### config.mk
export PLATFORM = sky130hd
export DESIGN_NAME = prach_ditfft3_ctrl
export DESIGN_NICKNAME = d
export VERILOG_FILES = /design/src/rtl/prach_fft_pkg.sv /design/src/rtl/prach_tw_acc.sv /design/src/rtl/prach_ditfft3_ctrl.sv
export SDC_FILE = /design/constraint.sdc
export NUM_CORES = 1
export LEC_CHECK = 0
export CORE_MARGIN = 8
export CORE_UTILIZATION = 58
export DETAILED_ROUTE_END_ITERATION = 8
export GPL_TIMING_DRIVEN = 0
export PLACE_DENSITY = 0.82
export SYNTH_ARGS = -nofsm -noshare
export SYNTH_HDL_FRONTEND = slang
export SYNTH_SLANG_ARGS = --single-unit
### constraint.sdc
create_clock -name clk -period 3.3 [get_ports clk]
set_clock_uncertainty 0.2 [all_clocks]
set_input_delay 0.66 -clock clk [delete_from_list [all_inputs] [get_ports clk]]
set_output_delay 0.66 -clock clk [all_outputs]
set_load 0.01 [all_outputs]
### src/rtl/prach_fft_pkg.sv
// Shared types and constant helpers for the PRACH long-sequence radix-3 FFT stages.
// The localparams give the default 2187-point, stage-0 configuration.
package prach_fft_pkg;

    typedef enum logic [1:0] {
        IDLE  = 2'd0,
        RUN   = 2'd1,
        DRAIN = 2'd2
    } state_e;

    function automatic int pow3(input int e);
        int r;
        r = 1;
        for (int i = 0; i < e; i++) r = r * 3;
        return r;
    endfunction

    localparam int LOG3N_DEF = 7;
    localparam int STAGE_DEF = 0;
    localparam int N         = pow3(LOG3N_DEF);
    localparam int TW_STEP   = pow3(LOG3N_DEF - 1 - STAGE_DEF);

endpackage

### src/rtl/prach_tw_acc.sv
// Modulo-N step accumulator used to build twiddle indices without a multiplier.
// Clear has priority over enable; the wrap is a single conditional subtract.
module prach_tw_acc #(
    parameter int N    = 2187,
    parameter int STEP = 1,
    parameter int AW   = 12
) (
    input  logic          clk,
    input  logic          rst,
    input  logic          clr,
    input  logic          en,
    output logic [AW-1:0] acc
);

    logic [AW:0] sum;

    assign sum = {1'b0, acc} + (AW+1)'(STEP);

    always_ff @(posedge clk) begin
        if (rst || clr) begin
            acc <= '0;
        end else if (en) begin
            if (sum >= (AW+1)'(N)) acc <= AW'(sum - (AW+1)'(N));
            else                   acc <= sum[AW-1:0];
        end
    end

endmodule

### src/rtl/prach_ditfft3_ctrl.sv
// Radix-3 DIT stage sequencer: frames samples into triplets, drives butterfly sync/valid and twiddle index.
// Optional PRACH_DITFFT3_CTRL_WDOG_EN adds a 16-bit stall watchdog that aborts a frame stuck in RUN.
module prach_ditfft3_ctrl
    import prach_fft_pkg::*;
#(
    parameter int LOG3N    = 7,
    parameter int STAGE    = 0,
    parameter int PIPE_LAT = 2,
    parameter int TW_AW    = 12
) (
    input  logic             clk,
    input  logic             rst,
    input  logic             frame_start,
    input  logic             din_dv,
    output logic             bf_sync,
    output logic             bf_dv,
    output logic [TW_AW-1:0] tw_addr,
    output logic             tw_valid,
    output logic             busy,
    output logic             frame_done,
    output logic             frame_err,
    output logic [1:0]       dbg_state
);

    localparam int FRAME_N = pow3(LOG3N);
    localparam int SPAN_L  = pow3(STAGE);
    localparam int STEP    = pow3(LOG3N - 1 - STAGE);
    localparam int STEP2   = (2 * STEP) % FRAME_N;
    localparam int JW      = (SPAN_L > 1) ? $clog2(SPAN_L) : 1;
    localparam int SW      = $clog2(FRAME_N);
    localparam int DW      = $clog2(PIPE_LAT + 2);
    localparam logic [JW-1:0] J_LAST = JW'(SPAN_L - 1);
    localparam logic [SW-1:0] S_LAST = SW'(FRAME_N - 1);
    localparam logic [DW-1:0] D_LOAD = DW'(PIPE_LAT + 1);

    state_e           state;
    logic [1:0]       m;
    logic [JW-1:0]    j;
    logic [SW-1:0]    s;
    logic [DW-1:0]    drain_cnt;
    logic [TW_AW-1:0] acc1, acc2, tw_sel;
    logic             start_ok, run_acc, triplet_end, span_end;
`ifdef PRACH_DITFFT3_CTRL_WDOG_EN
    logic [15:0]      wdog;
`endif

    // A start during DRAIN is dropped; otherwise it always makes this sample x0.
    assign start_ok    = frame_start & din_dv & (state != DRAIN);
    assign run_acc     = (state == RUN) & din_dv & ~frame_start;
    assign triplet_end = run_acc & (m == 2'd2);
    assign span_end    = triplet_end & (j == J_LAST);
    assign busy        = (state != IDLE);
    assign dbg_state   = state;

    always_comb begin
        tw_sel = '0;
        if (!start_ok) begin
            if (m == 2'd1)      tw_sel = acc1;
            else if (m == 2'd2) tw_sel = acc2;
        end
    end

    prach_tw_acc #(.N(FRAME_N), .STEP(STEP), .AW(TW_AW)) u_acc1 (
        .clk(clk), .rst(rst), .clr(start_ok | span_end), .en(triplet_end), .acc(acc1)
    );

    prach_tw_acc #(.N(FRAME_N), .STEP(STEP2), .AW(TW_AW)) u_acc2 (
        .clk(clk), .rst(rst), .clr(start_ok | span_end), .en(triplet_end), .acc(acc2)
    );

    always_ff @(posedge clk) begin
        if (rst) begin
            state      <= IDLE;
            m          <= '0;
            j          <= '0;
            s          <= '0;
            drain_cnt  <= '0;
            bf_sync    <= 1'b0;
            bf_dv      <= 1'b0;
            tw_addr    <= '0;
            tw_valid   <= 1'b0;
            frame_done <= 1'b0;
            frame_err  <= 1'b0;
`ifdef PRACH_DITFFT3_CTRL_WDOG_EN
            wdog       <= '0;
`endif
        end else begin
            bf_sync    <= 1'b0;
            bf_dv      <= 1'b0;
            tw_addr    <= '0;
            tw_valid   <= 1'b0;
            frame_done <= 1'b0;
            frame_err  <= frame_start & (~din_dv | (state != IDLE));
            if (start_ok || run_acc) begin
                bf_dv    <= 1'b1;
                tw_valid <= 1'b1;
                bf_sync  <= start_ok | (m == 2'd0);
                tw_addr  <= tw_sel;
            end
            case (state)
                IDLE: begin
`ifdef PRACH_DITFFT3_CTRL_WDOG_EN
                    wdog <= '0;
`endif
                    if (start_ok) begin
                        state <= RUN;
                        m     <= 2'd1;
                        j     <= '0;
                        s     <= SW'(1);
                    end
                end
                RUN: begin
                    if (start_ok) begin
                        m <= 2'd1;
                        j <= '0;
                        s <= SW'(1);
`ifdef PRACH_DITFFT3_CTRL_WDOG_EN
                        wdog <= '0;
`endif
                    end else if (run_acc) begin
`ifdef PRACH_DITFFT3_CTRL_WDOG_EN
                        wdog <= '0;
`endif
                        if (s == S_LAST) begin
                            state     <= DRAIN;
                            drain_cnt <= D_LOAD;
                            m         <= '0;
                            j         <= '0;
                            s         <= '0;
                        end else begin
                            s <= s + SW'(1);
                            m <= (m == 2'd2) ? 2'd0 : m + 2'd1;
                            if (m == 2'd2) j <= (j == J_LAST) ? '0 : j + JW'(1);
                        end
                    end else begin
`ifdef PRACH_DITFFT3_CTRL_WDOG_EN
                        // 0xFFFE stalls already counted: this is the 65535th.
                        if (!din_dv && wdog == 16'hFFFE) begin
                            frame_err <= 1'b1;
                            state     <= IDLE;
                            m         <= '0;
                            j         <= '0;
                            s         <= '0;
                            wdog      <= '0;
                        end else if (!din_dv) begin
                            wdog <= wdog + 16'd1;
                        end
`endif
                    end
                end
                DRAIN: begin
`ifdef PRACH_DITFFT3_CTRL_WDOG_EN
                    wdog <= '0;
`endif
                    if (drain_cnt == '0) begin
                        frame_done <= 1'b1;
                        state      <= IDLE;
                    end else begin
                        drain_cnt <= drain_cnt - DW'(1);
                    end
                end
                default: state <= IDLE;
            endcase
        end
    end

endmodule

=== After elaboration in Yosys (flattened, before gate mapping) ===
Cells that the tools add are included.
W data, S select, Z words.

* Word-level logic and storage cells: 100
* Output and inout port bits: 20
* Memories: 0
* Bits in latches: 0
* Register bits after elaboration: 59
* ROM bits: 0
* Input bits: 4
* Bits in writable memories: 0

* Add/sub/neg operators: 8
* Mux-type cells: 34
* Div/mod/pow operators: 0
* Bitwise logic cells: 15
* Shift-type cells: 0
* Multiply operators: 0
* Equality and inequality tests: 14
* Order comparisons: 2
* Reduce and logical (&&, ||, !) cells: 15

{| class="wikitable"
|+ Operator list
! operator !! count
|-
| $mux W12 || 8
|-
| $ge A13 B12 Y1 const B || 2
|-
| $mux W2 || 13
|-
| $pmux W12 S2 || 1
|-
| $sub A12 B12 Y12 const B || 2
|-
| $add A12 B10 Y13 const B || 1
|-
| $add A12 B11 Y13 const B || 1
|-
| $add A12 B1 Y12 const B || 1
|-
| $eq A12 B12 Y1 const B || 1
|-
| $ne A2 B2 Y1 const B || 6
|-
| $reduce_and A5 Y1 || 2
|-
| $mux W1 || 8
|-
| $pmux W2 S2 || 2
|-
| $and A1 B1 Y1 || 7
|-
| $logic_not A2 Y1 || 3
|-
| $pmux W2 S3 || 1
|-
| $reduce_bool A2 Y1 || 3
|-
| $not A1 Y1 || 5
|-
| $eq A2 B1 Y1 const B || 2
|-
| $eq A2 B2 Y1 const B || 2
|-
| $ne A4 B2 Y1 const B || 1
|-
| $reduce_and A4 Y1 || 1
|-
| $reduce_or A2 Y1 || 2
|-
| $ne A3 B3 Y1 const B || 1
|-
| 9 further kinds || 12
|}

=== Logic depth before layout (Yosys ltp) ===
Gate-level depths: netlist of the first run.

* Word-level depth: 7
* Gate-level depth with buffers: 7
* Mapped depth without buffers: 6

=== By module ===
Synthesis of the first run repeated with hierarchy kept, for this count alone.

* Cell total of the unflattened synthesis: 491
* Area, all modules: 3997.6 sq um

{| class="wikitable"
|+ By module, submodules not included
! module !! cells an instance !! seq. area each (sq um) !! area each (sq um) !! instances
|-
| prach_ditfft3_ctrl || 169 || 680.7 || 1487.7 || 1
|-
| prach_tw_acc (u_acc1) || 174 || 240.2 || 1310.0 || 1
|-
| prach_tw_acc (u_acc2) || 148 || 240.2 || 1199.9 || 1
|}

=== Worst setup path after synthesis of the first run ===
Ideal clock, no wire load.

* Path kind: input to register
* Start: input port frame_start
* End: register s[10]
* Setup time: 0.066 ns
* Required time: 3.034 ns
* Cell stages on the path: 5
* Arrival time: 1.737 ns
* Path buffers: 1
* Setup slack: 1.297 ns
* Cells stage by stage: buf_2 -> nor2_1 -> or3_1 -> or3_1 -> a21oi_2

* Longest elaborated chain between the ends: 4
* Elaborated cells on any way between the ends: 9
* Classes of those cells: eq/ne (2); mux (2); bitwise (4); reduce/logical (1)

{| class="wikitable"
|+ RTL lines
! item !! line !! RTL
|-
| start: declaration || prach_ditfft3_ctrl.sv:13 || <nowiki>input logic frame_start,</nowiki>
|-
| $and A1 B1 Y1 or $not A1 Y1 (tied branches) || prach_ditfft3_ctrl.sv:48, prach_ditfft3_ctrl.sv:49 ||
|-
| $and A1 B1 Y1, on equally long branches || prach_ditfft3_ctrl.sv:48, prach_ditfft3_ctrl.sv:49 ||
|-
| $ne A3 B3 Y1 (no line), or another cell as far along || - ||
|-
| $reduce_and A3 Y1 (no line) or $pmux W12 S2 (tied branches) || - ||
|-
| end signal: assignment || prach_ditfft3_ctrl.sv:131 || <nowiki>s <= s + SW'(1);</nowiki>
|-
| end: declaration || prach_ditfft3_ctrl.sv:39 || <nowiki>logic [SW-1:0] s;</nowiki>
|}

Several ways; a longest one is shown, not always the timed one.
A chain may end at the register's enable or synchronous reset.

=== Final worst setup path of the first run ===
* Start: register state[0] (netlist: dbg_state[0])
* End: output port busy

* Longest elaborated chain between the ends: 1

{| class="wikitable"
|+ RTL lines
! item !! line !! RTL
|-
| start: declaration || prach_ditfft3_ctrl.sv:36 || <nowiki>state_e state;</nowiki>
|-
| start signal: assignment || prach_ditfft3_ctrl.sv:73 || <nowiki>state <= IDLE;</nowiki>
|-
| start signal: assignment || prach_ditfft3_ctrl.sv:106 || <nowiki>state <= RUN;</nowiki>
|-
| start signal: assignment || prach_ditfft3_ctrl.sv:125 || <nowiki>state <= DRAIN;</nowiki>
|-
| $reduce_bool A2 Y1 || prach_ditfft3_ctrl.sv:52 || <nowiki>assign busy = (state != IDLE);</nowiki>
|-
| end: declaration || prach_ditfft3_ctrl.sv:19 || <nowiki>output logic busy,</nowiki>
|}

No other way between the ends.

==> flow_summary_export.csv, run 1 <==
group,metric,value,unit
status,outcome,"complete, no violations",
die,num_io_pins,24,
cts,htree_num_levels,3,
yosys,synth-warning-count,0,
final_layout,layout-drive-gt1-share,9.45,%
yosys,netlist.area_leader.share,54.9,%
die,die_area,0.00583,mm²
setup_path,path_buf_inv,2,
timing,finalSetupViolations,0,
yosys,seq_area_frac_synth,54.9,%
setup_path,timing.rr.start,"s[0]",
setup_path,r2r_slack,1.33,ns
final_layout,nets,258,
placed_design,pre_cts_ws,0.633,ns
setup_path,crit_path_end,"busy",
final_layout,multi_input_area,877,µm²
final_layout,final_area,0.00254,mm²
setup_path,slowest_delay,0.48,ns
global_route,antenna_found_initial,0,
cts,clock_path_buffers,2,
cts,insertion_delay,0.39,ns
yosys,synth-edff-count,0,
placed_design,io_buffer_count,23,
cts,cts_sinks,58,
setup_path,worstReg2RegEnd,"drain_cnt[0]",
min_path,hp-class,"reg -> reg",
setup_path,startpoint_type,"register",
timing,fmaxAchievable,396,MHz
timing,fin_crit,2.53,ns
drt,drc,0,
yosys,dominantRegCellSynth,"dfxtp_1",
yosys,avgSynthCellArea,9.74,µm²
drt,firstDrtPassIters,4,
yosys,synthCells,217,
yosys,async_flop_share,0,%
setup_path,worstPathCellList,"buf_2 -> or2_2 -> clkdlybuf4s50_1",
timing,rsz0062_at_grt,"no",
cts,cts_root_buf,"clkbuf_4",
global_route,grt_first_pass_wirelength,6.90,mm
setup_path,slowest_stage,"clkdlybuf4s50_1",
placed_design,dp_hpwl,2.75,mm
run,max-cap-violations,0,
die,num_rows,22,
yosys,synth.distinct_cells,43,
drt,dr.first_iter.drc_count,83,
die,initial_core_util,59.1,%
pwr,p_leak,0.922,nW
drt,num_vias,1586,
timing,hold_viol,0,
cts,tritoncts,"yes",
die,core_area,0.00358,mm²
drt,routed_wl,3.99,mm
yosys,netlist_area,0.00211,mm²
pwr,power_density,504,mW/mm²
drt,via_per_inst,5.25,
placed_design,dpl-instance-area,0.00240,mm²
cts,ctsHoldBuffers,0,
yosys,synth.largest_area_cell,"dfxtp_1",
timing,slew_headroom,66.6,%
setup_path,worstSetupPathType,"reg -> out",
final_layout,regArea,0.00116,mm²
cts,cts_inserted_buffers,9,
setup_path,cp-startpoint,"dbg_state[0]",
global_route,grt-ovfl-total,0,
yosys,yosys.cell_count.top_type,"dfxtp_1",
timing,drv_slew,0,
setup_path,crit_family,"buffers and inverters",
timing,fin_setup_tns,0,ns
setup_path,crit_required,2.44,ns
cts,cts_setup_buffers,0,
final_layout,fillerInstances,281,
final_layout,diodes,0,
timing,setup_slack,0.773,ns
die,die_y,76.4,µm
drt,ant_nets,0,
yosys,synth_nets,224,
timing,whs,0.264,ns
drt,wl_per_cell,13.2,µm
die,die_w,76.4,µm
cts,clk_pin_slew,0.09,ns
yosys,synth_area_leaders,"dfxtp_1 (55%), and2_1 (7.4%), nor2_1 (4.8%), a22oi_1 (4.3%), ha_1 (1.8%)",
pwr,ir_drop,0.000436,V
setup_path,arrival,1.67,ns
yosys,synthTopCellsByCount,"dfxtp_1 (58), nor2_1 (27), and2_1 (25), a22oi_1 (12)",
setup_path,reg2reg_depth,7,
global_route,first_global_vias,1564,
placed_design,gp_congestion,0.771,
setup_path,cp-end-kind,"output port",
yosys,ys_seq_elements,58,
global_route,grt_start_max_net_pins,11,
final_layout,area_growth,20.1,%
global_route,grt.total_usage,14.7,%
setup_path,worst-path-max-fanout,10,
timing,finalCritPeriodShare,76.6,%
setup_path,cp.depth,3,
cts,cts_resized,0,
timing,tightest_slew,0.500,ns
-- logic make-up after synthesis --
| kind of cell | after synthesis | share of synthesized area, % |
|---|---|---|
| AOI/OAI and AO/OA | 34 | 10.4 |
| DFF | 58 | 54.9 |
| muxes | 1 | 0.533 |
| xor gates and xnor gates | 6 | 2.49 |
| buffers and inverters | 16 | 3.55 |
| adders and majority gates | 3 | 1.78 |
| and+or+nand+nor | 99 | 26.3 |
-- sequential cells by signal (all words and copies together), names as in the netlist --
name and count:
s 12, u_acc2.acc 12, tw_valid 1, frame_done 1, frame_err 1, u_acc1.acc 12
dbg_state 2, m 2, bf_sync 1, drain_cnt 2, tw_addr 12
-- per-stage QoR --
stage	util (%)	total power, W	cells
after CTS	70.9	0.00129	302
after detailed placement	67.2	0.000795	288
after global placement	67.2	0.000794	288
after floorplan	-	0.000769	217
final	70.9	0.00128	302
after global routing	70.9	0.00133	302
-- where the power goes --
group          total (W)  internal [W]  switching [W]
clock network   0.000499      0.000262       0.000237
registers       0.000710      0.000705     0.00000477
logic          0.0000688     0.0000279      0.0000409
-- area by class of cell --
class	instances	area share [%]
multi-input combinational	143	34.5
inverter	4	0.591
sequential	58	45.7
clock inverter	3	1.58
buffer	12	2.37
timing repair buffer	23	9.07
clock buffer	11	3.75
tap	48	2.37
-- layer usage --
metal  track usage (%)  wire length [µm]
met2              21.3              1820
met5                 0                 0
met1              16.4              1900
met4              9.04                68
met3              8.02               197
-- how the worst min path moves through the flow --
stage | startpoint | slack [ns] | endpoint | cells after the start
2_1_floorplan | u_acc2.acc[0] | 0.23 | u_acc2.acc[0] | 1
3_3_place_gp | u_acc2.acc[0] | 0.24 | u_acc2.acc[0] | 1
3_5_place_dp | u_acc2.acc[8] | 0.24 | u_acc2.acc[8] | 1
4_1_cts | u_acc1.acc[2] | 0.27 | u_acc1.acc[2] | 1
5_1_grt | u_acc2.acc[3] | 0.28 | u_acc2.acc[3] | 1
6_report | u_acc1.acc[7] | 0.26 | u_acc1.acc[7] | 1
-- cells in the final DEF (no fill, tap or decap), types with 3 or more instances in the layout --
master and count:
nand2b_1 3, clkbuf_1 7, xnor2_1 4, nand2_1 7
nor2_1 27, o21ai_0 5, or3_1 4, nor3_1 6
clkdlybuf4s50_1 23, nor2b_1 3, a211oi_1 3, inv_1 4
a22oi_1 12, clkbuf_4 9, buf_2 3, and2_1 25
nor3b_1 3, a21oi_1 7, nand3_1 4, ha_1 3
dfxtp_1 58
(Power assumes the default switching activity.)
==> run 2, diff against run 1 <==
Settings changed: CORE_UTILIZATION 58 to 54, PLACE_DENSITY 0.82 to 0.77.
Clock period 3.3 ns to 2.5 ns, I/O delays scaled along.
==> run 2 against run 1 <==
Against the previous run: register-to-register slack lost 0.82 ns; via count increased by 2.3%; global-route usage is 0.18 points lower; largest power group unchanged; sequential share of layout area is 0.64 points lower; total power grew 39%; first-iteration DRC count increased by 18%; non-clock buffer count stayed put; combinational power increased by 35%; utilization shrank 1.7 points; clock-buffer cell count grew 2; highest routed layer unchanged; flip-flop and latch count unchanged; clock power up 49%.
==> flow_summary_export.csv, run 2 (synthesis results as in run 1) <==
group,metric,value,unit
status,outcome,"complete, no violations",
die,initial_core_util,56.9,%
setup_path,worstSetupPathType,"reg -> out",
die,num_io_pins,24,
setup_path,worstPathCellList,"buf_2 -> or2_2 -> clkdlybuf4s50_1",
drt,dr.first_iter.drc_count,98,
timing,slew_headroom,66.1,%
cts,cts_inserted_buffers,9,
cts,cts_root_buf,"clkbuf_8",
timing,tightest_slew,0.509,ns
pwr,power_density,689,mW/mm²
pwr,ir_drop,0.000386,V
setup_path,slowest_delay,0.48,ns
pwr,finalPower,0.00178,W
pwr,p_int,0.00138,W
setup_path,arrival,1.59,ns
drt,firstDrtPassIters,4,
cts,cts_setup_buffers,0,
min_path,hp-class,"reg -> reg",
final_layout,layout_common_cells,"dfxtp_1 (58), nor2_1 (27), and2_1 (25), clkdlybuf4s50_1 (23), a22oi_1 (12)",
die,die_y,78.6,µm
pwr,p_leak,0.930,nW
timing,rsz0062_at_grt,"no",
timing,hold_viol,0,
cts,clk_pin_slew,0.06,ns
setup_path,startpoint_type,"register",
pwr,comb_power_share,5.2,%
setup_path,cp-end-kind,"output port",
setup_path,crit_required,1.80,ns
placed_design,gp_congestion,0.798,
setup_path,worst-path-max-fanout,10,
placed_design,io_buffer_count,23,
die,die_area,0.00617,mm²
global_route,first_global_vias,1531,
die,core_area,0.00372,mm²
final_layout,fillerInstances,286,
placed_design,dp_hpwl,2.79,mm
timing,finalSetupViolations,0,
global_route,grt_start_max_net_pins,11,
drt,ant_nets,0,
final_layout,fin_util,69.3,%
global_route,grt_first_pass_wirelength,7.03,mm
timing,whs,0.260,ns
final_layout,area_growth,21.8,%
timing,fin_crit,2.29,ns
pwr,p_clk_share,41.9,%
pwr,power.switching,0.000399,W
drt,num_vias,1623,
final_layout,nets,258,
timing,drv_slew,0,
cts,clock_path_buffers,2,
timing,finalCritPeriodShare,91.7,%
cts,insertion_delay,0.33,ns
drt,routed_wl,4.18,mm
global_route,grt.total_usage,14.5,%
final_layout,diodes,0,
cts,tritoncts,"yes",
die,num_rows,22,
final_layout,layout-drive-gt1-share,9.02,%
timing,fmaxAchievable,436,MHz
global_route,grt-ovfl-total,0,
cts,htree_num_levels,3,
pwr,seqPwrFrac,52.9,%
drt,drc,0,
cts,cts_resized,0,
pwr,switching_share,22.5,%
drt,via_per_inst,5.36,
die,die_w,78.6,µm
cts,ctsHoldBuffers,0,
global_route,antenna_found_initial,0,
setup_path,slowest_stage,"clkdlybuf4s50_1",
drt,wl_per_cell,13.8,µm
cts,cts_sinks,58,
final_layout,final_common_cell,"dfxtp_1",
run,max-cap-violations,0,
-- run 2: changes by cell type in the layout (fill, tap and decap cells not counted) --
cell and delta:
clkinvlp_4 +1, clkbuf_8 +9, clkinv_2 -1, bufinv_16 -1, clkbuf_1 +2, clkbuf_4 -9
-- run 2: worst paths after layout --
| check | endpoint | startpoint | depth (start not counted) | slack (ns) |
|---|---|---|---|---|
| max | busy | dbg_state[0] | 3 | 0.21 |
| min | u_acc1.acc[4] | u_acc1.acc[4] | 1 | 0.26 |
| max reg2reg | dbg_state[0] | s[0] | 7 | 0.51 |
| min reg2reg | u_acc1.acc[4] | u_acc1.acc[4] | 1 | 0.26 |
-- run 2: per-stage QoR --
step	setup TNS [ns]	area [µm²]	instances	setup slack [ns]
after floorplan	0	2110	217	0.657
after global placement	0	2400	288	0.0358
after detailed placement	-0.0443	2400	288	-0.0443
after CTS	0	2570	303	0.184
after global routing	0	2570	303	0.122
final	0	2570	303	0.208
-- run 2: area by class of cell --
type	instances	area (µm²)	area share, %
clock inverters	2	12.5	0.486
multi-input cells	143	877	34.1
repair buffers	23	230	8.94
clock buffers	13	159	6.17
flip-flops and latches	58	1160	45.1
inverters	4	15.0	0.583
well taps	48	60.1	2.33
plain buffers	12	60.1	2.33
-- run 2: routing by layer --
metal	vias up	wire length [µm]	global-route usage, %
met4	0	97	10.4
met5	-	0	0
met2	46	1880	21.5
met1	760	1930	17.2
met3	9	266	5.01
li1	808	-	-
-- run 2: power by group through the flow --
stage          Clock (W)  Sequential [W]  Combinational [W]
3_3_place_gp           0        0.000958          0.0000906
5_1_grt         0.000790        0.000940           0.000101
2_1_floorplan          0        0.000959          0.0000551
4_1_cts         0.000761        0.000939          0.0000923
3_5_place_dp           0        0.000959          0.0000914
6_report        0.000744        0.000938          0.0000926
-- run 2: worst max-delay path: cells and delay by family, from the launching register on --
family	cells	cell delay, ns
simple gates	1	0.28
buf+inv	2	0.66
flops	1	0.33
==> run 3, diff against run 2 <==
Settings changed: CORE_MARGIN 8 to 2, CORE_UTILIZATION 54 to 30, PLACE_DENSITY 0.77 to unset.
==> run 3 against run 2 <==
Against the previous run: global-route usage decreased by 2.5 points; critical endpoint unchanged; clock-buffer cell count shrank 2; highest routed layer unchanged; register-to-register slack hardly changed.
==> flow_summary_export.csv, run 3 (synthesis results as in run 1) <==
group,metric,value,unit
drt,drc,0,
final_layout,final_common_cell,"dfxtp_1",
timing,tightest_slew,0.513,ns
pwr,seqPwrFrac,47.5,%
global_route,grt_first_pass_wirelength,7.00,mm
min_path,min_from,"u_acc1.acc[11]",
cts,insertion_delay,0.33,ns
setup_path,crit_required,1.80,ns
final_layout,stdcell_count,352,
final_layout,multi_input_area,877,µm²
timing,fmaxAchievable,437,MHz
placed_design,io_buffer_count,23,
drt,via_per_inst,4.41,
timing,setup_slack,0.212,ns
setup_path,slowest_stage,"clkdlybuf4s50_1",
setup_path,startpoint_type,"register",
timing,drv_slew,0,
cts,cts_setup_buffers,0,
pwr,switching_share,21.3,%
final_layout,diodes,0,
drt,firstDrtPassIters,4,
pwr,p_int,0.00155,W
setup_path,worstSetupPathType,"reg -> out",
global_route,grt-ovfl-total,0,
setup_path,path_buf_inv,2,
timing,finalCritPeriodShare,91.5,%
placed_design,dp_hpwl,2.76,mm
global_route,grt_start_max_net_pins,11,
min_path,hp-class,"reg -> reg",
timing,rsz0062_at_grt,"no",
final_layout,layout_common_cells,"dfxtp_1 (58), nor2_1 (27), and2_1 (25), clkdlybuf4s50_1 (23), a22oi_1 (12)",
placed_design,pre_cts_ws,-0.0312,ns
timing,slew_headroom,65.7,%
final_layout,fillerInstances,689,
global_route,first_global_vias,1499,
global_route,grt.total_usage,12.0,%
drt,num_vias,1551,
final_layout,regArea,0.00116,mm²
pwr,power_density,736,mW/mm²
final_layout,area_growth,26.9,%
cts,cts_sinks,58,
setup_path,worstPathCellList,"buf_2 -> or2_2 -> clkdlybuf4s50_1",
cts,htree_num_levels,3,
pwr,comb_power_share,4.7,%
die,num_io_pins,24,
setup_path,slowest_delay,0.48,ns
drt,dr.first_iter.drc_count,87,
status,outcome,"complete, no violations",
setup_path,cp-startpoint,"dbg_state[0]",
setup_path,arrival,1.59,ns
setup_path,worst-path-max-fanout,10,
cts,clock_path_buffers,2,
pwr,p_leak,0.953,nW
cts,cts_resized,0,
drt,ant_nets,0,
timing,fin_setup_tns,0,ns
setup_path,cp-end-kind,"output port",
drt,wl_per_cell,11.5,µm
setup_path,r2r_slack,0.50,ns
run,max-cap-violations,0,
final_layout,fin_util,39.5,%
die,core_area,0.00679,mm²
setup_path,crit_family,"buffers and inverters",
placed_design,gp_congestion,0.785,
cts,tritoncts,"yes",
timing,finalSetupViolations,0,
cts,cts_inserted_buffers,9,
timing,hold_viol,0,
setup_path,timing.rr.start,"s[0]",
die,initial_core_util,31.1,%
die,num_rows,30,
final_layout,layout-drive-gt1-share,9.77,%
cts,cts_root_buf,"clkbuf_8",
cts,clk_pin_slew,0.06,ns
pwr,ir_drop,0.000381,V
pwr,p_clk_share,47.8,%
timing,fin_crit,2.29,ns
global_route,antenna_found_initial,0,
die,die_y,87.9,µm
cts,ctsHoldBuffers,0,
die,die_w,87.9,µm
placed_design,dp.cells,336,
die,die_area,0.00773,mm²
final_layout,nets,258,
drt,routed_wl,4.04,mm
pwr,power.switching,0.000421,W
## run 3: cell types whose count changed in the layout (fill, tap and decap cells not counted)
cell       before  now
bufinv_16       0    2
clkbuf_1        9    8
clkbuf_8       11   10
clkinv_2        1    2
## run 3: power groups by stage
stage	clock, W	combinational (W)	sequential [W]
finish	0.000944	0.0000919	0.000938
CTS	0.000968	0.0000925	0.000938
floorplan	0	0.0000551	0.000959
detailed placement	0	0.0000921	0.000958
global placement	0	0.0000918	0.000959
global route	0.00101	0.000104	0.000939
## run 3: cell type report
type	instances	share of cell area [%]
inverters	4	0.560
well taps	96	4.48
repair buffers	23	8.58
multi-input cells	143	32.7
clock inverters	5	2.89
clock buffers	11	5.27
flip-flops and latches	58	43.3
plain buffers	12	2.24
## run 3: worst paths after layout
kind | to | depth (start not counted)
worst max-delay path | busy | 3
worst min register to register | u_acc1.acc[11] | 1
worst min-delay path | u_acc1.acc[11] | 1
worst max register to register | drain_cnt[1] | 7
## run 3: routing by layer
layer  GRT usage (%)  routed length [µm]  vias up
met3            2.83                 104       11
met1            16.3                2060      704
li1                -                   -      809
met2            16.3                1740       27
met5               0                   0        -
met4            8.81                 131        0
## run 3: per-stage QoR
| step | instance area [µm²] | total power [W] | hold slack [ns] |
|---|---|---|---|
| after detailed placement | 2460 | 0.00105 | 0.244 |
| after global routing | 2680 | 0.00205 | 0.276 |
| final | 2680 | 0.00197 | 0.257 |
| after floorplan | 2110 | 0.00101 | 0.230 |
| after CTS | 2680 | 0.00200 | 0.264 |
| after global placement | 2460 | 0.00105 | 0.242 |
## run 3: worst reg2reg max path, stage by stage, from the launching register on
cell,delay (ns)
dfxtp_1,0.33
inv_1,0.11
ha_1,0.14
nor4b_1,0.36
and4_1,0.25
clkbuf_1,0.23
nor3_1,0.07
a211oi_1,0.22
